[src/rtl/operand_fetch_pkg.sv]
// Shared register-index definitions for the operand-fetch stage and its scoreboard.
package operand_fetch_pkg;
  localparam int unsigned REG_IDX_W = 5;
  localparam int unsigned NREG      = 32;

  typedef logic [REG_IDX_W-1:0] reg_idx_t;

  localparam reg_idx_t REG_ZERO = '0;

  // x0 is hardwired, so it never produces or consumes a real dependency.
  function automatic logic is_real(input reg_idx_t idx);
    return idx != REG_ZERO;
  endfunction
endpackage

[src/rtl/operand_fetch_scoreboard.sv]
// Busy-bit scoreboard of in-flight destinations; flags RAW/WAW hazards for the
// instruction currently presented at decode.
module operand_fetch_scoreboard
  import operand_fetch_pkg::*;
#(
  parameter int unsigned NUM_REGS = NREG
) (
  input  logic     clk,
  input  logic     reset,
  input  logic     clr_valid,
  input  reg_idx_t clr_sel,
  input  logic     fclr_valid,
  input  reg_idx_t fclr_sel,
  input  logic     set_valid,
  input  reg_idx_t set_sel,
  input  logic     rs1_use,
  input  reg_idx_t rs1_sel,
  input  logic     rs2_use,
  input  reg_idx_t rs2_sel,
  input  reg_idx_t rd_sel,
  output logic     hazard
);
  logic [NUM_REGS-1:0] busy_q, busy_d;
  logic [NUM_REGS-1:0] busy_eff, clr_mask, fclr_mask, set_mask;

  always_comb begin
    clr_mask  = (clr_valid && is_real(clr_sel))   ? (NUM_REGS'(1) << clr_sel)  : '0;
    fclr_mask = (fclr_valid && is_real(fclr_sel)) ? (NUM_REGS'(1) << fclr_sel) : '0;
    set_mask  = (set_valid && is_real(set_sel))   ? (NUM_REGS'(1) << set_sel)  : '0;

    // A same-cycle retire is bypassed by the register file, so it no longer blocks.
    busy_eff = busy_q & ~clr_mask;
    // busy_q[0] is never set, so x0 operands fall out of these terms naturally.
    hazard = (rs1_use && busy_eff[rs1_sel]) ||
             (rs2_use && busy_eff[rs2_sel]) ||
             busy_eff[rd_sel];

    busy_d    = (busy_eff & ~fclr_mask) | set_mask;
    busy_d[0] = 1'b0;
  end

  always_ff @(posedge clk) begin
    if (reset) busy_q <= '0;
    else       busy_q <= busy_d;
  end
endmodule

[src/rtl/operand_fetch.sv]
// Operand-fetch/issue stage: reads the register file, stalls on scoreboard
// hazards and holds the issued instruction in a single output register.
module operand_fetch
  import operand_fetch_pkg::reg_idx_t;
  import operand_fetch_pkg::is_real;
#(
  parameter int unsigned WIDTH = 32,
  parameter int unsigned NREG  = 32
) (
  input  logic             clk,
  input  logic             reset,
  input  logic             halt,
  input  logic             flush,
  input  logic             in_valid,
  output logic             in_ready,
  input  logic [WIDTH-1:0] in_instr,
  input  logic [4:0]       in_rs1_sel,
  input  logic [4:0]       in_rs2_sel,
  input  logic [4:0]       in_rd_sel,
  input  logic             in_use_rs1,
  input  logic             in_use_rs2,
  output logic [4:0]       rf_rs1_sel,
  output logic [4:0]       rf_rs2_sel,
  input  logic [WIDTH-1:0] rf_rs1,
  input  logic [WIDTH-1:0] rf_rs2,
  input  logic             wb_valid,
  input  logic [4:0]       wb_rd_sel,
  output logic             out_valid,
  input  logic             out_ready,
  output logic [WIDTH-1:0] out_instr,
  output logic [WIDTH-1:0] out_rs1,
  output logic [WIDTH-1:0] out_rs2,
  output logic [4:0]       out_rd_sel,
  output logic [31:0]      stall_count
);
  logic             out_valid_q, out_valid_d;
  logic [WIDTH-1:0] out_instr_q, out_instr_d;
  logic [WIDTH-1:0] out_rs1_q, out_rs1_d;
  logic [WIDTH-1:0] out_rs2_q, out_rs2_d;
  reg_idx_t         out_rd_sel_q, out_rd_sel_d;
  logic [31:0]      stall_count_q, stall_count_d;
  logic             hazard, space, issue;

  operand_fetch_scoreboard #(
    .NUM_REGS(NREG)
  ) u_scoreboard (
    .clk       (clk),
    .reset     (reset),
    .clr_valid (wb_valid),
    .clr_sel   (wb_rd_sel),
    .fclr_valid(flush && out_valid_q),
    .fclr_sel  (out_rd_sel_q),
    .set_valid (issue && is_real(in_rd_sel)),
    .set_sel   (in_rd_sel),
    .rs1_use   (in_use_rs1),
    .rs1_sel   (in_rs1_sel),
    .rs2_use   (in_use_rs2),
    .rs2_sel   (in_rs2_sel),
    .rd_sel    (in_rd_sel),
    .hazard    (hazard)
  );

  always_comb begin
    rf_rs1_sel = in_rs1_sel;
    rf_rs2_sel = in_rs2_sel;
    space      = !out_valid_q || out_ready;
    in_ready   = !halt && !flush && !hazard && space;
    issue      = in_valid && in_ready;

    out_valid_d  = out_valid_q;
    out_instr_d  = out_instr_q;
    out_rs1_d    = out_rs1_q;
    out_rs2_d    = out_rs2_q;
    out_rd_sel_d = out_rd_sel_q;
    if (issue) begin
      out_valid_d  = 1'b1;
      out_instr_d  = in_instr;
      out_rs1_d    = rf_rs1;
      out_rs2_d    = rf_rs2;
      out_rd_sel_d = in_rd_sel;
    end else if (flush || out_ready) begin
      out_valid_d = 1'b0;
    end

    stall_count_d = stall_count_q + 32'(in_valid && !in_ready);
  end

  always_ff @(posedge clk) begin
    if (reset) begin
      out_valid_q   <= '0;
      out_instr_q   <= '0;
      out_rs1_q     <= '0;
      out_rs2_q     <= '0;
      out_rd_sel_q  <= '0;
      stall_count_q <= '0;
    end else begin
      out_valid_q   <= out_valid_d;
      out_instr_q   <= out_instr_d;
      out_rs1_q     <= out_rs1_d;
      out_rs2_q     <= out_rs2_d;
      out_rd_sel_q  <= out_rd_sel_d;
      stall_count_q <= stall_count_d;
    end
  end

  assign out_valid   = out_valid_q;
  assign out_instr   = out_instr_q;
  assign out_rs1     = out_rs1_q;
  assign out_rs2     = out_rs2_q;
  assign out_rd_sel  = out_rd_sel_q;
  assign stall_count = stall_count_q;
endmodule

[config.mk]
export PLATFORM = sky130hd
export DESIGN_NAME = operand_fetch
export DESIGN_NICKNAME = d
export VERILOG_FILES = /design/src/rtl/operand_fetch_pkg.sv /design/src/rtl/operand_fetch_scoreboard.sv /design/src/rtl/operand_fetch.sv
export SDC_FILE = /design/constraint.sdc
export NUM_CORES = 1
export LEC_CHECK = 0
export CORE_ASPECT_RATIO = 0.9
export CORE_MARGIN = 2
export CORE_UTILIZATION = 35
export CTS_CLUSTER_DIAMETER = 40
export DETAILED_ROUTE_END_ITERATION = 8
export GPL_TIMING_DRIVEN = 0
export PLACE_DENSITY_LB_ADDON = 0.05
export SYNTH_ARGS = -nofsm -noshare
export SYNTH_HDL_FRONTEND = slang
export SYNTH_SLANG_ARGS = --single-unit
[constraint.sdc]
create_clock -name clk -period 7.01 [get_ports clk]
set_input_delay 1.402 -clock clk [delete_from_list [all_inputs] [get_ports clk]]
set_output_delay 1.402 -clock clk [all_outputs]
set_load 0.01 [all_outputs]
==> impl_metrics.sql, run 1 <==
INSERT INTO impl_metrics (metric_group, metric, value, unit) VALUES
('global_route', 'grt_antenna_before_repair', '1', ''),
('timing', 'clock.fmax', '0.155', 'GHz'),
('clock_tree', 'cts.sink_count', '165', ''),
('synth', 'synth_most_common_cell', 'sky130_fd_sc_hd__nand2_1', ''),
('global_route', 'grt.met1_usage', '29.4', '%'),
('clock_tree', 'cts_max_path_buffers', '2', ''),
('clock_tree', 'cts.reportedPaths.clkPinSlew', '0.08', 'ns'),
('cells_and_area', 'drive_above_1_share', '6.41', '%'),
('cells_and_area', 'nets', '1425', ''),
('route', 'drt-vias-per-instance', '5.23', ''),
('synth', 'synth_edf_count', '0', ''),
('cells_and_area', 'layout-area-overhead-vs-synth', '42.2', '%'),
('clock_tree', 'insertion_delay', '0.44', 'ns'),
('floorplan', 'start_util', '36.0', '%'),
('synth', 'synth_top_area_share', '39.0', '%'),
('route', 'drt_first_iter_violations', '613', ''),
('synth', 'post_synth_most_frequent_cells', 'sky130_fd_sc_hd__nand2_1 (246), sky130_fd_sc_hd__dfxtp_1 (165), sky130_fd_sc_hd__mux2i_1 (113)', ''),
('power_and_ir_drop', 'total_power', '2300', 'uW'),
('timing', 'timing_worst_slew_pin_value', '0.967', 'ns'),
('setup_path', 'top_fanout_value_on_the_critical_path', '10', ''),
('global_route', 'globalRouteMet2Util', '35.6', '%'),
('placed_design', 'portBuffers', '258', ''),
('global_route', 'global_route.usage.met3', '8.81', '%'),
('status', 'status', 'complete, no violations', ''),
('global_route', 'maximum_number_of_pins_on_one_net_before_global_route_repair', '20', ''),
('synth', 'netlist_top_cells_area', 'sky130_fd_sc_hd__dfxtp_1 (39%), sky130_fd_sc_hd__mux2i_1 (13%), sky130_fd_sc_hd__nand2_1 (11%)', ''),
('setup_path', 'critPathRequiredTime', '5.61', 'ns'),
('timing', 'maxSlewViolCount', '0', ''),
('floorplan', 'die_w', '168', 'um'),
('synth', 'synth_top_flop_cell', 'sky130_fd_sc_hd__dfxtp_1', ''),
('synth', 'ys_seq_area_share', '39.0', '%'),
('clock_tree', 'cts_made_buffers', '17', ''),
('route', 'antenna_left', '0', ''),
('global_route', 'globalRouteTotalUtil', '23.0', '%'),
('synth', 'syn_area_per_cell', '8.29', 'um^2'),
('power_and_ir_drop', 'power.density_cell_area', '191', 'nW/um^2'),
('clock_tree', 'holdBufCountCts', '0', ''),
('synth', 'syn-num-nets', '1148', ''),
('global_route', 'busiest_layer', 'met2', ''),
('setup_path', 'cpPeakStageDelay', '0.86', 'ns'),
('timing', 'hold_viol', '0', ''),
('global_route', 'grt_pass1_wl', '45.4', 'mm'),
('timing', 'final-setup-viol-count', '0', ''),
('synth', 'synth_async_sr_flop_share', '0', '%'),
('worst_hold_path', 'worstHoldPathType', 'reg2reg', ''),
('floorplan', 'floorplan.io_pins', '270', ''),
('synth', 'synth_area', '8470', 'um^2'),
('global_route', 'congestion_overflow_gr', '0', ''),
('timing', 'rsz0062_at_grt', 'false', ''),
('floorplan', 'core', '23500', 'um^2'),
('placed_design', 'gpl.final_weighted_congestion', '0.961', ''),
('floorplan', 'floorplan.die_area', '25500', 'um^2'),
('floorplan', 'num_rows', '53', ''),
('timing', 'max_slew_margin', '35.1', '%'),
('placed_design', 'hpwl', '22.5', 'mm'),
('timing', 'fin_worst_skew', '0.0156', 'ns'),
('cells_and_area', 'fill_cell_total_of_the_finished_layout', '2303', ''),
('timing', 'period_needed', '6.44', 'ns'),
('route', 'detail_route.wl_per_cell', '18.6', 'um'),
('synth', 'synthDominantAreaCellType', 'sky130_fd_sc_hd__dfxtp_1', ''),
('clock_tree', 'cts_resized', '0', ''),
('synth', 'synth.ff_latch_count', '165', ''),
('setup_path', 'cp_slowest_cell', 'sky130_fd_sc_hd__o21ai_0', ''),
('route', 'vias', '8443', ''),
('setup_path', 'critical_path_buf_inv_count', '3', ''),
('timing', 'setup_total_negative_slack', '0', 'ns'),
('run', 'maxCapViolCount', '0', ''),
('floorplan', 'die_h', '152', 'um'),
('setup_path', 'worstSetupStartpointType', 'input port', ''),
('clock_tree', 'clock_tree_from_tritoncts', 'built', ''),
('power_and_ir_drop', 'vdd.ir_drop.worst', '0.125', 'mV');
-- final cells by class --
type	instances	area, um^2	share of cell area, %
antenna	2	5.00	0.0416
multi-input combinational	754	4630	38.4
sequential	165	3300	27.4
clock buffer	17	425	3.53
tap	302	378	3.14
buffer	89	485	4.03
timing repair buffer	258	2580	21.4
inverter	13	48.8	0.405
clock inverter	15	185	1.54
-- worst paths after layout --
kind | endpoint | slack (ns) | cells after the start | startpoint
worst min-delay path | out_rs1[3] | 0.46 | 2 | out_rs1[3]
worst max-delay path | in_ready | 0.57 | 10 | wb_valid
worst min register to register | out_rs1[3] | 0.46 | 2 | out_rs1[3]
worst max register to register | stall_count[30] | 3.06 | 14 | u_scoreboard.busy_q[20]
-- cells by family (layout without fill, tap and decap cells) --
group | after synthesis | in the layout | synth area share, %
and+or+nand+nor | 452 | 452 | 24.3
DFF | 165 | 165 | 39.0
AOI/OAI and AO/OA | 147 | 147 | 12.1
muxes | 122 | 122 | 14.8
buffers and inverters | 102 | 392 | 6.31
xor gates and xnor gates | 31 | 31 | 3.21
adders and majority gates | 2 | 2 | 0.296
other | 0 | 2 | 0
-- layer usage --
metal | vias up | share of wire, % | wire length [um]
li1 | 4108 | - | -
met1 | 3888 | 42 | 12700
met2 | 398 | 44 | 13100
met3 | 49 | 11 | 3450
met4 | 0 | 2.3 | 697
met5 | - | 0 | 0
-- cells in the final DEF (no fill, tap or decap), drive strengths merged, types with 11 or more instances in the layout --
cell and n:
buf 37, o21ai 46, clkdlybuf4s50 258, dfxtp 165, xnor2 12, nand3 27, nand2 246, o211ai 15
inv 18, nor2 65, mux2i 113, nor3 28, clkbuf 69, o31ai 11, xor2 19
-- flip-flops by register name (all words and copies together) (netlist names) --
| name | cells |
|---|---|
| out_rs2 | 32 |
| out_valid | 1 |
| u_scoreboard.busy_q | 31 |
| out_rd_sel | 5 |
| out_rs1 | 32 |
| stall_count | 32 |
| out_instr | 32 |
-- worst reg2reg max path, delay by kind of cell, from the launching register on --
| family | cells | cell delay (ns) |
|---|---|---|
| flops | 1 | 0.39 |
| fa+ha+maj | 2 | 0.37 |
| simple gates | 8 | 2.12 |
| compound gates | 3 | 0.44 |
| mux | 1 | 0.55 |
-- stage by stage --
step | std cells | hold slack (ns) | worst slack [ns] | area (um^2) | util, %
final | 1615 | 0.457 | 0.570 | 12000 | 51.2
after global routing | 1613 | 0.474 | 0.456 | 12000 | 51.1
after CTS | 1613 | 0.461 | 0.684 | 12000 | 51.1
after detailed placement | 1581 | 0.445 | 0.705 | 11400 | 48.5
after global placement | 1581 | 0.441 | 0.664 | 11400 | 48.5
after floorplan | 1021 | 0.472 | 2.36 | 8470 | -
-- power by group --
part / switching [uW] / internal (uW) / total [uW]
Combinational: 177 / 179 / 356
Clock: 474 / 483 / 957
Sequential: 17.0 / 966 / 983
Note: power is estimated with default switching activity, not from simulation.
==> inputs of run 2 (changes only) <==
--- a/config.mk
+++ b/config.mk
@@ -12,6 +12,7 @@
 export DETAILED_ROUTE_END_ITERATION = 8
 export GPL_TIMING_DRIVEN = 0
 export PLACE_DENSITY_LB_ADDON = 0.05
+export SLEW_MARGIN = 5
 export SYNTH_ARGS = -nofsm -noshare
 export SYNTH_HDL_FRONTEND = slang
 export SYNTH_SLANG_ARGS = --single-unit
==> results of run 2 <==
No change in the layout: final DEF, timing and power equal those of run 1.
==> edit 1 (flow settings as in run 1) <==
`NREG` is set to 32 in 2 places; all go to 64.
--- a/src/rtl/operand_fetch_pkg.sv
+++ b/src/rtl/operand_fetch_pkg.sv
@@ -1,7 +1,7 @@
 // Shared register-index definitions for the operand-fetch stage and its scoreboard.
 package operand_fetch_pkg;
   localparam int unsigned REG_IDX_W = 5;
-  localparam int unsigned NREG      = 32;
+  localparam int unsigned NREG      = 64;
 
   typedef logic [REG_IDX_W-1:0] reg_idx_t;
 
--- a/src/rtl/operand_fetch.sv
+++ b/src/rtl/operand_fetch.sv
@@ -5,7 +5,7 @@
   import operand_fetch_pkg::is_real;
 #(
   parameter int unsigned WIDTH = 32,
-  parameter int unsigned NREG  = 32
+  parameter int unsigned NREG  = 64
 ) (
   input  logic             clk,
   input  logic             reset,
Function: same outputs for any inputs over 4 cycles, from zero or initial values and one cycle with reset high; that may be too few to reach the edited logic, so the function may still have changed.
==> edit 1 against run 1 <==
  * Design area is 4.9% higher
  * Critical path depth stayed put
  * Routed wire length is 0.86% higher
  * Sequential share of layout area is 1.3 points lower
  * Die area is 6.2% higher
  * Sequential cell count stayed put
  * Synthesized area is 6.4% higher
  * First-iteration DRC count is 16% higher
  * Total power is 0.83% lower
  * Worst setup slack better by 0.20 ns
  * Worst hold slack better by 0.016 ns
  * Highest routed layer is now met5
==> edit 1: results (changes against run 1) <==
[status]
status=completed

[cells_and_area]
drive_gt1_share_pct=7.69  ; +1.3 points
buffers=346  ; -0.29%
stdcell_count=1657  ; +2.6%
buf_share_pct=24.3  ; -1.2 points
multi_input_area_share_pct=41.0  ; +2.6 points
fin_nets=1430  ; +0.35%
seq_cells=165  ; unchanged
inv_count=11  ; -2
fill_cells=2464  ; +7.0%
num-multi-input-gates=762  ; +1.1%
seqAreaFraction_pct=26.1  ; -1.3 points
nClkBuffers=18  ; +1
clk_share_pct=4.80  ; -0.27 points

[yosys]
seq_area_frac_synth_pct=36.7  ; -2.3 points
synth.area.top_cells=dfxtp_1, nand2b_1, mux2i_1, nor2_1, nor3_1
yosys-top-cells-count=nand2b_1, dfxtp_1, mux2i_1
syn_nets=1152  ; +0.35%
syn_inst=1025  ; +0.39%
synth_cell_type_count=76  ; +10%

[drt]
first_pass_iters=5  ; -2
vias=8302  ; -1.7%
routed_wl_mm=30.3  ; +0.86%
drtIter0Drc=711  ; +16%

[clock_tree]
cts_resized=0  ; unchanged
path_clk_slew_ns=0.06  ; -0.02 ns

[placed_design]
place.gp.congestion=0.933  ; -3.0%
place_inst=1626  ; +2.8%
hpwl_mm=23.0  ; +2.0%
io_buffers=259  ; +0.39%

[grt]
grt_max_degree=17  ; -15%
grt_pass1_wl_mm=47.0  ; +3.4%
antenna_found_initial=3  ; +2
grt_usage_pct=22.2  ; -0.87 points

[sta]
finClkSkew_ns=0.0187  ; +0.00315 ns
worst_pin_slew_ns=0.745  ; -0.222 ns

[power]
ir_drop_mv=0.113  ; -9.6%
leakage_nw=4.39  ; +2.8%

[worst_setup_path]
critical_path_arrival_ns=4.84  ; -0.20 ns

## edit 1: worst max-delay path, cell delays in order
cell	delay, ns
clkdlybuf4s50_1	0.53
buf_2	0.23
nand4b_1	0.24
o21ai_0	0.51
mux4_2	0.40
nor3_1	0.06
o311ai_1	0.28
o21ai_1	0.25
nor3_1	0.31
clkdlybuf4s50_1	0.63
## edit 1: cell families after synthesis
family | synth area share, %
mux | 13.6
xor+xnor | 2.63
flops | 36.7
compound gates | 11.6
buf+inv | 5.78
simple gates | 29.5
fa+ha+maj | 0.278
## edit 1: metal layers
metal	vias up	GRT usage (%)	routed length [um]
met3	43	9.02	3390
met2	365	35.2	13500
met5	-	0	27
li1	4096	-	-
met4	4	7.30	635
met1	3794	27.4	12800
## edit 1: stage by stage
stage	setup slack (ns)	instance area (um^2)	total power, W
2_1_floorplan	2.29	9010	0.00114
3_3_place_gp	0.795	12000	0.00130
3_5_place_dp	0.835	12000	0.00129
4_1_cts	0.833	12600	0.00230
5_1_grt	0.649	12600	0.00236
6_report	0.767	12600	0.00228
## edit 1: where the power goes
| part | internal (W) | switching [W] |
|---|---|---|
| Sequential | 0.000955 | 0.0000105 |
| Clock | 0.000575 | 0.000428 |
| Combinational | 0.000165 | 0.000143 |
## edit 1: path summary, 6_finish.rpt
kind	startpoint	to	slack (ns)	cells after the start
worst max-delay path	wb_rd_sel[3]	in_ready	0.77	10
worst min-delay path	out_rs2[26]	out_rs2[26]	0.47	2
worst max register to register	u_scoreboard.busy_q[31]	stall_count[26]	2.95	14
worst min register to register	out_rs2[26]	out_rs2[26]	0.47	2
==> edit 2 (settings of run 1) <==
Made on the original files. Register the output `stall_count` once more; this adds one clock of latency there. The other outputs are not delayed to match.
--- a/src/rtl/operand_fetch.sv
+++ b/src/rtl/operand_fetch.sv
@@ -108,6 +108,8 @@
   assign out_rs1     = out_rs1_q;
   assign out_rs2     = out_rs2_q;
   assign out_rd_sel  = out_rd_sel_q;
-  assign stall_count = stall_count_q;
+  always_ff @(posedge clk) begin
+    stall_count <= stall_count_q;
+  end
 endmodule
 
Function: changed (Yosys sat finds a counterexample within 4 cycles, from zero or initial values and one cycle with reset high).
==> edit 2 against run 1 <==
  * Clock skew down 0.0039 ns
  * Global-route usage down 0.99 points
  * Design area up 11%
  * Total power up 9.9%
  * Sequential cell count up 32
  * Routed wire length up 8.3%
  * Non-clock buffer count up 5
  * Sequential share of layout area up 1.9 points
  * Worst setup slack worse by 0.069 ns
  * First-iteration DRC count down 6.5%
  * Count of clock-buffer cells in the layout unchanged
  * Synthesized area up 15%
  * Largest cell class unchanged
==> edit 2: results (changes against run 1) <==
[status]
status=completed

[worst_hold_path]
min_path_cells=0  ; -2
hp-start=stall_count_q[0]
hold_end=stall_count[0]

[cells_and_area]
insertedDiodeCount=0  ; -2
fill_cells=2610  ; +13%
drive_gt1_share_pct=5.92  ; -0.49 points
fin_nets=1482  ; +4.0%

[worst_setup_path]
max_stage_delay_ns=0.75  ; -0.11 ns
crit-reg2reg-launch=u_scoreboard.busy_q[19]
critical_path.top_delay_family=buffers and inverters
critical_path_arrival_ns=5.11  ; +0.07 ns
reg2reg_depth=16  ; +2
r2r_setup_slack_ns=2.26  ; -0.80 ns

[sta]
hold_slack_ns=0.368  ; -0.0888 ns
relSlewSlack_pct=44.2  ; +9.2 points
finClkSkew_ns=0.0117  ; -0.00393 ns

[yosys]
ys_warn_count=0  ; unchanged
synth_cell_type_count=62  ; -10%
synth.area.top_cells=dfxtp_1, nand2b_1, mux2i_1, nor2_1, a21o_1
synth_fa_ha_area_share_pct=0.258  ; -0.038 points
synthMuxAreaShare_pct=12.3  ; -2.5 points
synthXorXnorAreaFrac_pct=2.35  ; -0.86 points
syn_nets=1198  ; +4.4%
seq_area_frac_synth_pct=40.7  ; +1.7 points
synth_compound_area_share_pct=11.5  ; -0.55 points

[power]
ir_drop_mv=0.139  ; +12%
leakage_nw=4.80  ; +12%

[placed_design]
place.gp.congestion=0.945  ; -1.7%
hpwl_mm=24.5  ; +8.8%

[drt]
first_pass_iters=6  ; -1
routed_wl_mm=32.5  ; +8.3%
drtIter0Drc=573  ; -6.5%

[grt]
grt_pass1_wl_mm=50.1  ; +10%
grt_usage_pct=22.1  ; -0.99 points
grt_max_degree=21  ; +5.0%

[floorplan]
die-area_um2=29100  ; +14%

[edit 2: power by group through the flow]
stage               logic, W  registers (W)  clock network [W]
floorplan           0.000145        0.00118                  0
global placement    0.000321        0.00118                  0
detailed placement  0.000319        0.00118                  0
CTS                 0.000321        0.00115            0.00109
global route        0.000343        0.00115            0.00113
finish              0.000319        0.00115            0.00105
[edit 2: worst max-delay path by stage]
stage	start	end	cells past startpoint
final	wb_valid	in_ready	9
after floorplan	wb_rd_sel[0]	stall_count_q[31]	18
after detailed placement	wb_rd_sel[2]	stall_count_q[31]	19
after global placement	wb_rd_sel[2]	stall_count_q[31]	19
after CTS	wb_rd_sel[0]	in_ready	9
after global routing	wb_rd_sel[2]	stall_count_q[31]	19
[edit 2: cells by family after synthesis]
group           after synthesis
simple gates                463
flops                       197
compound gates              158
mux                         118
buf+inv                     107
xor+xnor                     26
fa+ha+maj                     2
[edit 2: metal layers]
| metal | global-route usage, % | share of wire [%] | vias up |
|---|---|---|---|
| li1 | - | - | 4273 |
| met1 | 27.5 | 43 | 4047 |
| met2 | 35.3 | 45 | 347 |
| met3 | 8.16 | 9.5 | 65 |
| met4 | 7.39 | 2.6 | 2 |
| met5 | 0 | 0.040 | - |
[edit 2: through the flow]
stage	instance area, um^2	cells	worst slack [ns]
floorplan	9700	1071	1.66
global placement	12800	1690	0.143
detailed placement	12800	1690	0.106
CTS	13400	1722	0.538
global route	13400	1722	0.0790
finish	13400	1722	0.501
[edit 2: final cells by class]
class | instances | share of cell area, %
clock buffer | 17 | 3.17
buffer | 87 | 3.88
multi-input combinational | 767 | 38.4
sequential | 197 | 29.4
tap | 354 | 3.30
clock inverter | 15 | 1.55
timing repair buffer | 265 | 19.8
inverter | 20 | 0.559
